## config.mk

```make
export PLATFORM = sky130hd
export DESIGN_NAME = calendar_date_ctr
export DESIGN_NICKNAME = d
export VERILOG_FILES = /design/src/rtl/calendar_date_ctr.sv
export SDC_FILE = /design/constraint.sdc
export NUM_CORES = 1
export LEC_CHECK = 0
export BUFFER_PORTS_ARGS = -buffer_cell sky130_fd_sc_hd__buf_2
export CORE_MARGIN = 2
export CORE_UTILIZATION = 48
export CTS_CLUSTER_SIZE = 24
export DETAILED_ROUTE_END_ITERATION = 10
export PLACE_DENSITY = 0.78
export SETUP_SLACK_MARGIN = 0.5
export SKIP_LAST_GASP = 1
export SYNTH_ARGS = -nofsm -noshare
export SYNTH_HDL_FRONTEND = slang
export SYNTH_SLANG_ARGS = --single-unit
```

## constraint.sdc

```tcl
create_clock -name clk -period 2.45 [get_ports clk]
set_clock_uncertainty 0.2 [all_clocks]
set_input_delay 0.49 -clock clk [delete_from_list [all_inputs] [get_ports clk]]
set_output_delay 0.49 -clock clk [all_outputs]
set_load 0.005 [all_outputs]
```

## src/rtl/calendar_date_ctr.sv

```systemverilog
// BCD calendar date counter: day/month/year with leap-year handling, validated
// parallel load, year carry-out pulse and a four-digit display mux.
module calendar_date_ctr #(
    parameter int          YEAR_DIGITS = 4,
    parameter logic [7:0]  CENTURY_BCD = 8'h20,
    parameter logic [15:0] INIT_YEAR   = 16'h2000,
    parameter logic [7:0]  INIT_MONTH  = 8'h01,
    parameter logic [7:0]  INIT_DAY    = 8'h01,
    parameter bit          LEAP_EN     = 1'b1
) (
    input  logic                     clk,
    input  logic                     rst,
    input  logic                     tick_day,
    input  logic                     load,
    input  logic [4*YEAR_DIGITS-1:0] load_year,
    input  logic [7:0]               load_month,
    input  logic [7:0]               load_day,
    input  logic                     disp_mode,
    output logic [4*YEAR_DIGITS-1:0] year_bcd,
    output logic [7:0]               month_bcd,
    output logic [7:0]               day_bcd,
    output logic                     leap,
    output logic                     co_year,
    output logic                     load_ack,
    output logic                     load_err,
    output logic [15:0]              digits
);
    localparam int YW = 4 * YEAR_DIGITS;

    logic [YW-1:0] year_r, year_n;
    logic [7:0]    month_r, month_n, day_r, day_n;
    logic          co_n, ack_n, err_n;
    logic          load_leap, load_ok;
    logic [7:0]    cur_len, load_len;
    logic [15:0]   year_disp;

    // Divisible by 4 straight from two BCD digits: parity of tens picks the units set.
    function automatic logic div4(input logic [7:0] t);
        if (t[4]) return (t[3:0] == 4'd2) || (t[3:0] == 4'd6);
        return (t[3:0] == 4'd0) || (t[3:0] == 4'd4) || (t[3:0] == 4'd8);
    endfunction

    function automatic logic is_leap(input logic [YW-1:0] y);
        logic [15:0] yp;
        yp = 16'(y);
        if (!LEAP_EN) return 1'b0;
        if (YEAR_DIGITS == 2 || yp[7:0] != 8'h00) return div4(yp[7:0]);
        return div4(yp[15:8]);  // century years: leap only when divisible by 400
    endfunction

    function automatic logic bcd_ok(input logic [15:0] v);
        logic ok;
        ok = 1'b1;
        for (int i = 0; i < 4; i++)
            if (v[4*i +: 4] > 4'd9) ok = 1'b0;
        return ok;
    endfunction

    function automatic logic [7:0] month_len(input logic [7:0] m, input logic lp);
        case (m)
            8'h02:                      return lp ? 8'h29 : 8'h28;
            8'h04, 8'h06, 8'h09, 8'h11: return 8'h30;
            default:                    return 8'h31;
        endcase
    endfunction

    function automatic logic [7:0] inc8(input logic [7:0] v);
        if (v[3:0] == 4'd9) return {v[7:4] + 4'd1, 4'd0};
        return {v[7:4], v[3:0] + 4'd1};
    endfunction

    function automatic logic [YW-1:0] inc_year(input logic [YW-1:0] y);
        logic [YW-1:0] r;
        logic          c;
        r = y;
        c = 1'b1;
        for (int i = 0; i < YEAR_DIGITS; i++)
            if (c) begin
                if (y[4*i +: 4] == 4'd9) r[4*i +: 4] = 4'd0;
                else begin
                    r[4*i +: 4] = y[4*i +: 4] + 4'd1;
                    c = 1'b0;
                end
            end
        return r;
    endfunction

    assign leap      = is_leap(year_r);
    assign cur_len   = month_len(month_r, leap);
    assign load_leap = is_leap(load_year);
    assign load_len  = month_len(load_month, load_leap);
    assign load_ok   = bcd_ok(16'(load_year)) && bcd_ok({load_month, load_day})
                    && load_month >= 8'h01 && load_month <= 8'h12
                    && load_day != 8'h00 && load_day <= load_len;

    always_comb begin
        year_n  = year_r;
        month_n = month_r;
        day_n   = day_r;
        co_n    = 1'b0;
        ack_n   = 1'b0;
        err_n   = 1'b0;
        if (load) begin
            // a coincident tick is dropped; load takes priority
            if (load_ok) begin
                year_n  = load_year;
                month_n = load_month;
                day_n   = load_day;
                ack_n   = 1'b1;
            end else begin
                err_n = 1'b1;
            end
        end else if (tick_day) begin
            if (day_r != cur_len) begin
                day_n = inc8(day_r);
            end else begin
                day_n = 8'h01;
                if (month_r != 8'h12) begin
                    month_n = inc8(month_r);
                end else begin
                    month_n = 8'h01;
                    year_n  = inc_year(year_r);
                    co_n    = (year_r == {YEAR_DIGITS{4'h9}});
                end
            end
        end
    end

    always_ff @(posedge clk or negedge rst) begin
        if (!rst) begin
            year_r   <= INIT_YEAR[YW-1:0];
            month_r  <= INIT_MONTH;
            day_r    <= INIT_DAY;
            co_year  <= 1'b0;
            load_ack <= 1'b0;
            load_err <= 1'b0;
        end else begin
            year_r   <= year_n;
            month_r  <= month_n;
            day_r    <= day_n;
            co_year  <= co_n;
            load_ack <= ack_n;
            load_err <= err_n;
        end
    end

    assign year_bcd  = year_r;
    assign month_bcd = month_r;
    assign day_bcd   = day_r;
    assign year_disp = (YEAR_DIGITS == 2) ? {CENTURY_BCD, year_r[7:0]} : 16'(year_r);
    assign digits    = disp_mode ? year_disp : {month_r, day_r};
endmodule

```

Word-level counts from Yosys, hierarchy flattened --
Cells that the tools add are included.
Word-level totals: word-level logic and storage cells 202, input bits 37, output and inout port bits 52, register bits after elaboration 35
Operators by class: add/sub/neg operators 8, multiplexer cells 94, order comparisons 11, reduce and logical (&&, ||, !) cells 38, equal/unequal tests 40
Operator list (number):
- 2-to-1 mux 8 bit | 13
- 2-to-1 mux 16 bit | 6
- 2-to-1 mux 1 bit | 66
- == test 4 bit, second input constant | 10
- adder 4 x 1 -> 4 bit, second input constant | 8
- == test 4 x 3 -> 1 bit, second input constant | 8
- == test 8 x 3 -> 1 bit, second input constant | 4
- > comparator 4 bit, second input constant | 8
- 2-to-1 mux 4 bit | 7
- nonzero test 8 bit | 3
- one-hot mux 5 bit (2 select lines) | 2
- == test 16 bit, second input constant | 1
- == test 4 x 2 -> 1 bit, second input constant | 4
- == test 8 x 2 -> 1 bit, second input constant | 2
- == test 8 x 4 -> 1 bit, second input constant | 2
- == test 8 x 5 -> 1 bit, second input constant | 2
- logical NOT 4 bit | 4
- AND reduction 5 bit | 3
- logical OR 1 bit | 12
- greater-or-equal comparator 8 x 1 -> 1 bit, second input constant | 1
- less-or-equal comparator 8 x 5 -> 1 bit, second input constant | 1
- less-or-equal comparator 8 bit | 1
- != test 8 x 5 -> 1 bit, second input constant | 1
- != test 8 bit | 1
- 9 further kinds | 21

Logic depth before layout (Yosys ltp) --
Gate-level depths: netlist of the first run.
word-level depth 27, depth in mapped cells 16, gate-level depth less buffers 16

Worst setup path after synthesis of the first run --
OpenSTA, ideal clock, no wires.
path type input -> register, start point input port load_year[11], end point register day_r[4], in the netlist day_bcd[4], path buffers 1, cell stages on the path 16, data required time 2124 ps, data arrival time 3035 ps, slack -911 ps, cell sequence a211oi_1 > a31oi_1 > nor2_1 > nor3_1 > a2111oi_0 > a31oi_1 > o31ai_1 > ha_1 > nor4b_1 > nor2_1 > o221ai_1 > nand4_1 > nand2_1 > clkbuf_1 > nand2_1 > a221o_1
Between the ends: word-level cells in the longest chain between the ends 11, elaborated cells on any way between the ends 24, classes of those cells 2 x order compare; 5 x eq/ne; 7 x mux; 10 x reduce/logical
RTL lines:
- start, declared | RTL line 15 | input logic [4*YEAR_DIGITS-1:0] load_year,
- == test 4 x 2 -> 1 bit, or another cell as far along | RTL line 39 | if (t[4]) return (t[3:0] == 4'd2) || (t[3:0] == 4'd6);
- logical OR 1 bit (on tied branches) | RTL line 39, 40
- 2-to-1 mux 1 bit / logical OR 1 bit (equally long branches) | RTL line 39, 40
- 2-to-1 mux 1 bit | RTL line 40 | return (t[3:0] == 4'd0) || (t[3:0] == 4'd4) || (t[3:0] == 4'd8);
- 2-to-1 mux 1 bit | RTL line 48 | return div4(yp[15:8]);
- 2-to-1 mux 1 bit | RTL line 61 | 8'h02: return lp ? 8'h29 : 8'h28;
- one-hot mux 5 bit (2 select lines) | RTL line 60 | case (m)
- less-or-equal comparator 8 bit | RTL line 94 | && load_day != 8'h00 && load_day <= load_len;
- logical AND 1 bit (*) | RTL line 94
- != test 2 x 1 -> 1 bit (no line) (*)
- AND reduction 3 bit (no line) (*)
- end signal, assigned | RTL line 140 | day_r <= day_n;
- end, declared | RTL line 31 | logic [7:0] month_r, month_n, day_r, day_n;
Mark *: on every way between the ends. The rest lies on a longest branch, timed or not. The select of a mux whose other input is x is not followed. A chain may end at the register's enable or synchronous reset.

Final worst setup path of the first run --
start point input port load_year[11], end point register year_r[4], in the netlist year_bcd[4]
Between the ends: word-level cells in the longest chain between the ends 11, elaborated cells on any way between the ends 24, classes of those cells 2 x order compare; 5 x eq/ne; 7 x mux; 10 x reduce/logical
RTL lines:
- == test 4 x 2 -> 1 bit, or another cell as far along | RTL line 39
- logical OR 1 bit (on tied branches) | RTL line 39, 40
- 2-to-1 mux 1 bit / logical OR 1 bit (equally long branches) | RTL line 39, 40
- 2-to-1 mux 1 bit | RTL line 40
- 2-to-1 mux 1 bit | RTL line 48
- 2-to-1 mux 1 bit | RTL line 61
- one-hot mux 5 bit (2 select lines) | RTL line 60
- less-or-equal comparator 8 bit | RTL line 94
- logical AND 1 bit (*) | RTL line 94
- != test 2 x 1 -> 1 bit (no line) (*)
- AND reduction 5 bit (no line) (*)
- end signal, assigned | RTL line 131 | year_r <= INIT_YEAR[YW-1:0];
- end signal, assigned | RTL line 138 | year_r <= year_n;
- end, declared | RTL line 30 | logic [YW-1:0] year_r, year_n;
Marks and branches as above.

==> metrics.log, run 1 <==
INFO  metric yosys_register_bits = 35
INFO  metric drtIter0Drc = 445
INFO  metric design.core.area = 6280 sq um
INFO  metric grt_overflow = 0
INFO  metric total_negative_setup_slacks = -29.36 ns
INFO  metric finalWorstSetupSlack = -0.995 ns
INFO  metric grt_antenna_before_repair = 0
INFO  metric max_clock_freq = 290 MHz
INFO  metric placementRows = 29
INFO  metric worstMarginPinSlew = 0.845 ns
INFO  metric cell_internal_pwr = 1.70 mW
INFO  metric power_per_cell_area = 552 nW/um^2
INFO  metric reg2reg_slack = -0.62 ns
INFO  metric area_growth = 66.4%
INFO  metric synth_top_cell_area_share = 0.259
INFO  metric starting_density = 0.492
INFO  metric insertion_delay = 0.30 ns
INFO  metric grtUsageTotal = 0.356
INFO  metric cp.required = 2.45 ns
INFO  metric cts.root.buffer_cell = sky130_fd_sc_hd__clkbuf_8
INFO  metric status = complete, but fails checks
INFO  metric grt_first_pass_wirelength = 20,400 um
INFO  metric period_needed = 3.45 ns
INFO  metric vdd_ir_drop_max = 546 uV
INFO  metric timing_worst_setup_path_type = in -> reg
INFO  metric switching_pwr = 1.14 mW
INFO  metric synth-async-reset-ratio = 1.00
INFO  metric synth.yosys.seq_area_share = 0.285
INFO  metric clock_power_share = 0.149
INFO  metric clock_path_buffers = 2
INFO  metric globalplace.congestion = 0.924
INFO  metric worst_path_largest_cell_delay = 0.33 ns
INFO  metric die-width = 84.2 um
INFO  metric die_outline_area = 7090 sq um
INFO  metric synth.cell_area = 3090 sq um
INFO  metric detail_route.drc_violations = 0
INFO  metric slew-limit-headroom = 0.437
INFO  metric first_global_vias = 4,138
INFO  metric critical-path-slowest-cell = sky130_fd_sc_hd__a2111oi_4
INFO  metric proportion_of_layout_cells_with_a_drive_suffix_above_1 = 0.515
INFO  metric cts.reportedPaths.clkPinSlew = 0.08 ns
INFO  metric antenna_cells_inserted = 0
INFO  metric critical_path.cell_chain = buf_6, a211oi_2, a31oi_1, nor2_1, nor3_2, a2111oi_4, a31oi_4, o31ai_2, ha_2, nor4b_4, nor2_1, o221ai_2, nand4_1, buf_6, buf_4, buf_8, nand2_4, a21oi_1, nor3_1
INFO  metric final_design_area_no_fill = 5140 sq um
INFO  metric cts_tree = done
INFO  metric postSynthCellCount = 395
INFO  metric critical_path_buf_inv_count = 4
INFO  metric floorplan.die.height = 84.2 um
INFO  metric placement.cell_area = 4540 sq um
INFO  metric port_buffers = 88
INFO  metric yosysTopAreaCell = sky130_fd_sc_hd__dfrtp_1
INFO  metric wl_per_cell = 19.4 um
INFO  metric ys.flop_type = sky130_fd_sc_hd__dfrtp_1
INFO  metric seqPwrFrac = 0.279
INFO  metric ios = 89
INFO  metric synth_net_count = 441
INFO  metric power_switching_share = 0.402
INFO  metric drt.antenna.violating_nets = 0
INFO  metric synth.cells.most_frequent = sky130_fd_sc_hd__nand2_1 (41), sky130_fd_sc_hd__o21ai_0 (41), sky130_fd_sc_hd__dfrtp_1 (32)
INFO  metric cts_buffers = 5
INFO  metric detailedRoute.firstPassIterationCount = 7
INFO  metric cp.arrival = 3.45 ns
INFO  metric place_hpwl = 9040 um
INFO  metric post_cts_hold_buffer_count = 0
INFO  metric synth_cell_types = 62
INFO  metric grt_start_max_net_pins = 46
INFO  metric violated_checks = negative setup slack
INFO  metric slew_viol_final = 0
INFO  metric synth_enable_flop_cells = 0
INFO  metric worstSetupEndpointType = register
INFO  metric maxCapViolations = 0
INFO  metric tritoncts_num_sinks = 35
INFO  metric power.share.combinational = 0.573
INFO  metric worstPathMaxFanout = 6
INFO  metric syn_area_per_cell = 7.82 sq um
INFO  metric vias = 4,350
INFO  metric setup.worst_path.start_class = primary input
INFO  metric synth_top_cells_by_area = sky130_fd_sc_hd__dfrtp_1 (26%), sky130_fd_sc_hd__o21ai_0 (6.6%), sky130_fd_sc_hd__nand2_1 (5.0%)
INFO  metric timing.hold.worst.class = in -> async
INFO  metric hold_viol = 0
INFO  metric design.final.nets = 658
INFO  metric htree_levels = 2
INFO  metric rsz_0062_raised_after_global_routing = true
INFO  metric post_drt_via_cell_ratio = 6.30
INFO  metric postRouteWirelength = 13,400 um
INFO  metric final_min_period_over_clock_period = 1.41
INFO  metric crit_family = compound AO/OA/AOI/OAI gates
INFO  metric total_leakage_power = 2.40 nW
INFO  metric yosysWarnings = 0
INFO  metric setup_viol = 35
-- final timing paths --
check                               from          end  cells after the start
setup reg to reg            month_bcd[4]   day_bcd[7]                     12
hold / removal                       rst      co_year                      1
min in group clk             load_day[4]   day_bcd[4]                      3
setup / recovery           load_year[11]  year_bcd[4]                     19
hold reg to reg               day_bcd[0]   day_bcd[0]                      2
max in group asynchronous            rst  year_bcd[3]                      1
-- placed cells by master, fill, tap and decap left out, types with 8 or more instances in the layout --
| cell | count |
|---|---|
| sky130_fd_sc_hd__buf_4 | 119 |
| sky130_fd_sc_hd__buf_2 | 83 |
| sky130_fd_sc_hd__nand2_1 | 36 |
| sky130_fd_sc_hd__dfrtp_1 | 30 |
| sky130_fd_sc_hd__buf_6 | 30 |
| sky130_fd_sc_hd__o21ai_0 | 26 |
| sky130_fd_sc_hd__nor2_1 | 23 |
| sky130_fd_sc_hd__a21oi_1 | 20 |
| sky130_fd_sc_hd__inv_1 | 17 |
| sky130_fd_sc_hd__nand3_1 | 17 |
| sky130_fd_sc_hd__nor3_1 | 9 |
| sky130_fd_sc_hd__nor4_1 | 9 |
| sky130_fd_sc_hd__nor2b_1 | 9 |
| sky130_fd_sc_hd__o21ai_1 | 8 |
| sky130_fd_sc_hd__mux2_2 | 8 |
| sky130_fd_sc_hd__ha_1 | 8 |
-- worst register-to-register path, cell delays in order (launching register included) --
cell	delay [ns]
sky130_fd_sc_hd__dfrtp_1	0.38
sky130_fd_sc_hd__inv_1	0.08
sky130_fd_sc_hd__ha_1	0.21
sky130_fd_sc_hd__or3b_2	0.50
sky130_fd_sc_hd__o211ai_1	0.30
sky130_fd_sc_hd__a21oi_1	0.11
sky130_fd_sc_hd__nand3_1	0.21
sky130_fd_sc_hd__buf_4	0.17
sky130_fd_sc_hd__nand3_1	0.19
sky130_fd_sc_hd__buf_4	0.22
sky130_fd_sc_hd__buf_4	0.12
sky130_fd_sc_hd__a31oi_1	0.14
sky130_fd_sc_hd__o22a_1	0.17
-- layer usage --
metal | global-route usage | share of wire | vias up
met5 | 0 | 0 | -
met2 | 0.605 | 0.48 | 300
met3 | 0.0718 | 0.095 | 69
li1 | - | - | 1926
met4 | 0.150 | 0.049 | 0
met1 | 0.442 | 0.37 | 2055
-- timing repair --
item	CTS	global route
setup buffers	8	3
pin swaps	16	19
endpoints found under the setup margin	47	50
cloned	1	0
resized for setup	54	58
-- power by group through the flow --
| stage | registers (mW) | logic, mW | clock network [mW] |
|---|---|---|---|
| after CTS | 0.779 | 1.47 | 0.418 |
| after floorplan | 0.824 | 0.580 | 0 |
| after global routing | 0.802 | 1.73 | 0.442 |
| after global placement | 0.776 | 1.35 | 0 |
| after detailed placement | 0.785 | 1.39 | 0 |
| final | 0.791 | 1.62 | 0.422 |
-- stage by stage --
step | instances | total power, mW | setup WS (ns) | hold slack (ns) | utilization
final | 690 | 2.84 | -0.995 | 0.0998 | 0.819
after global routing | 690 | 2.97 | -1.15 | 0.164 | 0.819
after CTS | 687 | 2.66 | -0.824 | 0.124 | 0.775
after detailed placement | 670 | 2.18 | -1.42 | 0.381 | 0.723
after global placement | 670 | 2.13 | -1.18 | 0.370 | 0.723
after floorplan | 395 | 1.40 | -0.706 | -0.00559 | -
-- sequential cells by signal (all words and copies together) (netlist names) --
| register | flops |
|---|---|
| load_err | 1 |
| day_bcd | 8 |
| co_year | 1 |
| year_bcd | 16 |
| month_bcd | 8 |
| load_ack | 1 |
-- final cells by class --
type                       instances  area [sq um]
clock buffer                       5          68.8
sequential                        35           882
timing repair buffer             233          1660
fill                             380          1140
tap                               77          96.3
multi-input combinational        318          2330
clock inverter                     3          15.0
inverter                          19          81.3
-- kinds of logic (layout without fill, tap and decap cells) --
kind of cell	count (synthesis)	in the layout	synth area share
AOI/OAI and AO/OA	126	126	0.261
xor gates and xnor gates	3	3	0.00851
adders and majority gates	9	9	0.0365
buffers and inverters	43	260	0.0616
DFF	35	35	0.285
muxes	17	17	0.0596
and+or+nand+nor	162	163	0.288
No activity file was read; power rests on OpenSTA's default activity.
==> inputs of run 2 (changes only) <==
- SETUP_SLACK_MARGIN: 0.5 -> 0.3
==> metrics.log, run 2 (synthesized netlist as in run 1, its figures left out) <==
INFO  metric violated_checks = negative setup slack
INFO  metric insertion_delay = 0.29 ns (about the same)
INFO  metric clock_path_buffers = 2 (unchanged)
INFO  metric critical-path-top-cell-by-count = sky130_fd_sc_hd__buf_6
INFO  metric htree_levels = 2 (unchanged)
INFO  metric grt_first_pass_wirelength = 19,800 um (-3.2%)
INFO  metric finalNonFillerCells = 688 (-0.29%)
INFO  metric place_hpwl = 9040 um (unchanged)
INFO  metric largest_register_ff_count = 16 (unchanged)
INFO  metric vias = 4,275 (-1.7%)
INFO  metric cts_tree = done
INFO  metric worstPathMaxFanout = 6 (unchanged)
INFO  metric worst_r2r_path_depth = 11 (-1)
INFO  metric grt_start_max_net_pins = 46 (unchanged)
INFO  metric setup_viol = 35 (unchanged)
INFO  metric total_leakage_power = 2.35 nW (-2.3%)
INFO  metric placementRows = 29 (unchanged)
INFO  metric layout.cells.most_common = sky130_fd_sc_hd__buf_4
INFO  metric vdd_ir_drop_max = 542 uV (-0.73%)
INFO  metric hold_viol = 0 (unchanged)
INFO  metric critical_path.cell_chain = buf_6, a211oi_2, a31oi_1, nor2_1, nor3_2, a2111oi_4, a31oi_4, o31ai_2, ha_2, nor4b_4, nor2_1, o221ai_2, nand4_1, buf_6, buf_4, buf_6, nand2_4, a21oi_1, nor3_1
INFO  metric design.core.area = 6280 sq um (unchanged)
INFO  metric grt_overflow = 0 (unchanged)
INFO  metric fillCellCount = 413 (+8.7%)
INFO  metric die-width = 84.2 um (unchanged)
INFO  metric worstMarginPinSlew = 0.851 ns (+0.00636 ns)
INFO  metric starting_density = 0.492 (unchanged)
INFO  metric globalplace.congestion = 0.924 (unchanged)
INFO  metric cts.root.buffer_cell = sky130_fd_sc_hd__clkbuf_8
INFO  metric maxCapViolations = 0 (unchanged)
INFO  metric die_outline_area = 7090 sq um (unchanged)
INFO  metric timing_worst_setup_path_type = in -> reg
INFO  metric ios = 89 (unchanged)
INFO  metric slew-limit-headroom = 0.432 (-0.00424)
INFO  metric max_clock_freq = 290 MHz (about the same)
INFO  metric period_needed = 3.45 ns (+0.000232 ns)
INFO  metric floorplan.die.height = 84.2 um (unchanged)
INFO  metric finalWorstSetupSlack = -0.996 ns (-0.000232 ns)
INFO  metric cp.required = 2.45 ns (about the same)
INFO  metric drtIter0Drc = 406 (-8.8%)
INFO  metric tritoncts_num_sinks = 35 (unchanged)
INFO  metric antenna_cells_inserted = 0 (unchanged)
INFO  metric cts_buffers = 5 (unchanged)
INFO  metric design.final.nets = 656 (-0.30%)
INFO  metric drt.antenna.violating_nets = 0 (unchanged)
INFO  metric setup.worst_path.start_class = primary input
INFO  metric postRouteWirelength = 12,700 um (-5.3%)
INFO  metric rsz_0062_raised_after_global_routing = true
INFO  metric rr_endpoint = day_bcd[7]
INFO  metric final_cell_mix = sky130_fd_sc_hd__buf_4 (133), sky130_fd_sc_hd__buf_2 (87), sky130_fd_sc_hd__nand2_1 (36), sky130_fd_sc_hd__dfrtp_1 (31), sky130_fd_sc_hd__o21ai_0 (29)
INFO  metric share_of_the_core_filled_with_cells_in_the_final_layout = 0.797 (-0.0215)
INFO  metric timing.hold.worst.class = in -> async
INFO  metric slew_viol_final = 0 (unchanged)
INFO  metric reg2reg_slack = -0.51 ns (+0.11 ns)
INFO  metric cp.arrival = 3.45 ns (about the same)
INFO  metric final_min_period_over_clock_period = 1.41 (about the same)
INFO  metric regToRegStartpoint = month_bcd[4]
INFO  metric worstSetupEndpointType = register
INFO  metric post_drt_via_cell_ratio = 6.21 (-1.4%)
INFO  metric power_per_cell_area = 544 nW/um^2 (-1.5%)
INFO  metric grt_antenna_before_repair = 0 (unchanged)
INFO  metric proportion_of_layout_cells_with_a_drive_suffix_above_1 = 0.504 (-0.0114)
INFO  metric cts.reportedPaths.clkPinSlew = 0.08 ns (about the same)
INFO  metric wl_per_cell = 18.4 um (-5.1%)
INFO  metric detailedRoute.firstPassIterationCount = 5 (-2)
INFO  metric status = complete, but fails checks
INFO  metric post-place-cells = 670 (unchanged)
INFO  metric port_buffers = 88 (unchanged)
INFO  metric detail_route.drc_violations = 0 (unchanged)
INFO  metric first_global_vias = 4,053 (-2.1%)
INFO  metric critical-path-slowest-cell = sky130_fd_sc_hd__a2111oi_4
INFO  metric grtUsageTotal = 0.344 (-0.0123)
INFO  metric worst_path_largest_cell_delay = 0.33 ns (about the same)
INFO  metric area_growth = 62.0%
[run 2: how the worst max path moves through the flow]
stage | startpoint | endpoint | slack, ns | depth (start not counted)
final | load_year[11] | year_bcd[4] | -1.0 | 19
after global routing | load_year[11] | year_bcd[7] | -1.16 | 20
after CTS | load_year[11] | year_bcd[15] | -0.82 | 18
after detailed placement | load_year[11] | day_bcd[3] | -1.42 | 17
after global placement | load_year[11] | day_bcd[3] | -1.18 | 17
after floorplan | load_year[11] | year_bcd[13] | -0.71 | 15
[run 2: routing by layer]
layer	track usage	vias to the layer above	routed length [um]	share of wire
met5	0	-	0	0
met4	0.111	0	434	0.034
met1	0.447	2043	5040	0.40
li1	-	1921	-	-
met2	0.595	256	6200	0.49
met3	0.0433	55	1010	0.079
[run 2: what timing repair did]
item,in CTS,in global routing
pin swaps,15,18
setup buffers,7,2
cloned,1,0
gates resized for setup,44,33
hold buffers,0,0
setup endpoints to repair,36,36
[run 2: cell type report]
class | instances | area, sq um | area share
Clock inverter | 3 | 15.0 | 0.00300
Tap cell | 77 | 96.3 | 0.0193
Inverter | 19 | 78.8 | 0.0158
Multi-Input combinational cell | 318 | 2310 | 0.461
Clock buffer | 5 | 68.8 | 0.0138
Sequential cell | 35 | 881 | 0.176
Timing Repair Buffer | 231 | 1560 | 0.311
[run 2: per-stage QoR]
step / instance area (sq um) / setup WS [ns] / setup TNS (ns) / hold slack, ns / power (mW)
global route: 5000 / -1.16 / -35.44 / 0.166 / 2.87
global placement: 4540 / -1.18 / -36.87 / 0.370 / 2.13
finish: 5000 / -0.996 / -29.52 / 0.0984 / 2.72
floorplan: 3130 / -0.706 / -18.20 / -0.00559 / 1.40
detailed placement: 4540 / -1.42 / -43.20 / 0.381 / 2.18
CTS: 4830 / -0.824 / -23.74 / 0.124 / 2.63
[run 2: worst max-delay path, delay by kind of cell]
family | cells | cell delay, ns
buffers and inverters | 4 | 0.57
AOI/OAI and AO/OA | 7 | 1.27
and+or+nand+nor | 7 | 0.91
adders and majority gates | 1 | 0.20
[run 2: where the power goes]
group	switching (mW)	internal (mW)	total, mW
registers	0.0958	0.689	0.785
logic	0.768	0.751	1.52
clock network	0.224	0.195	0.419
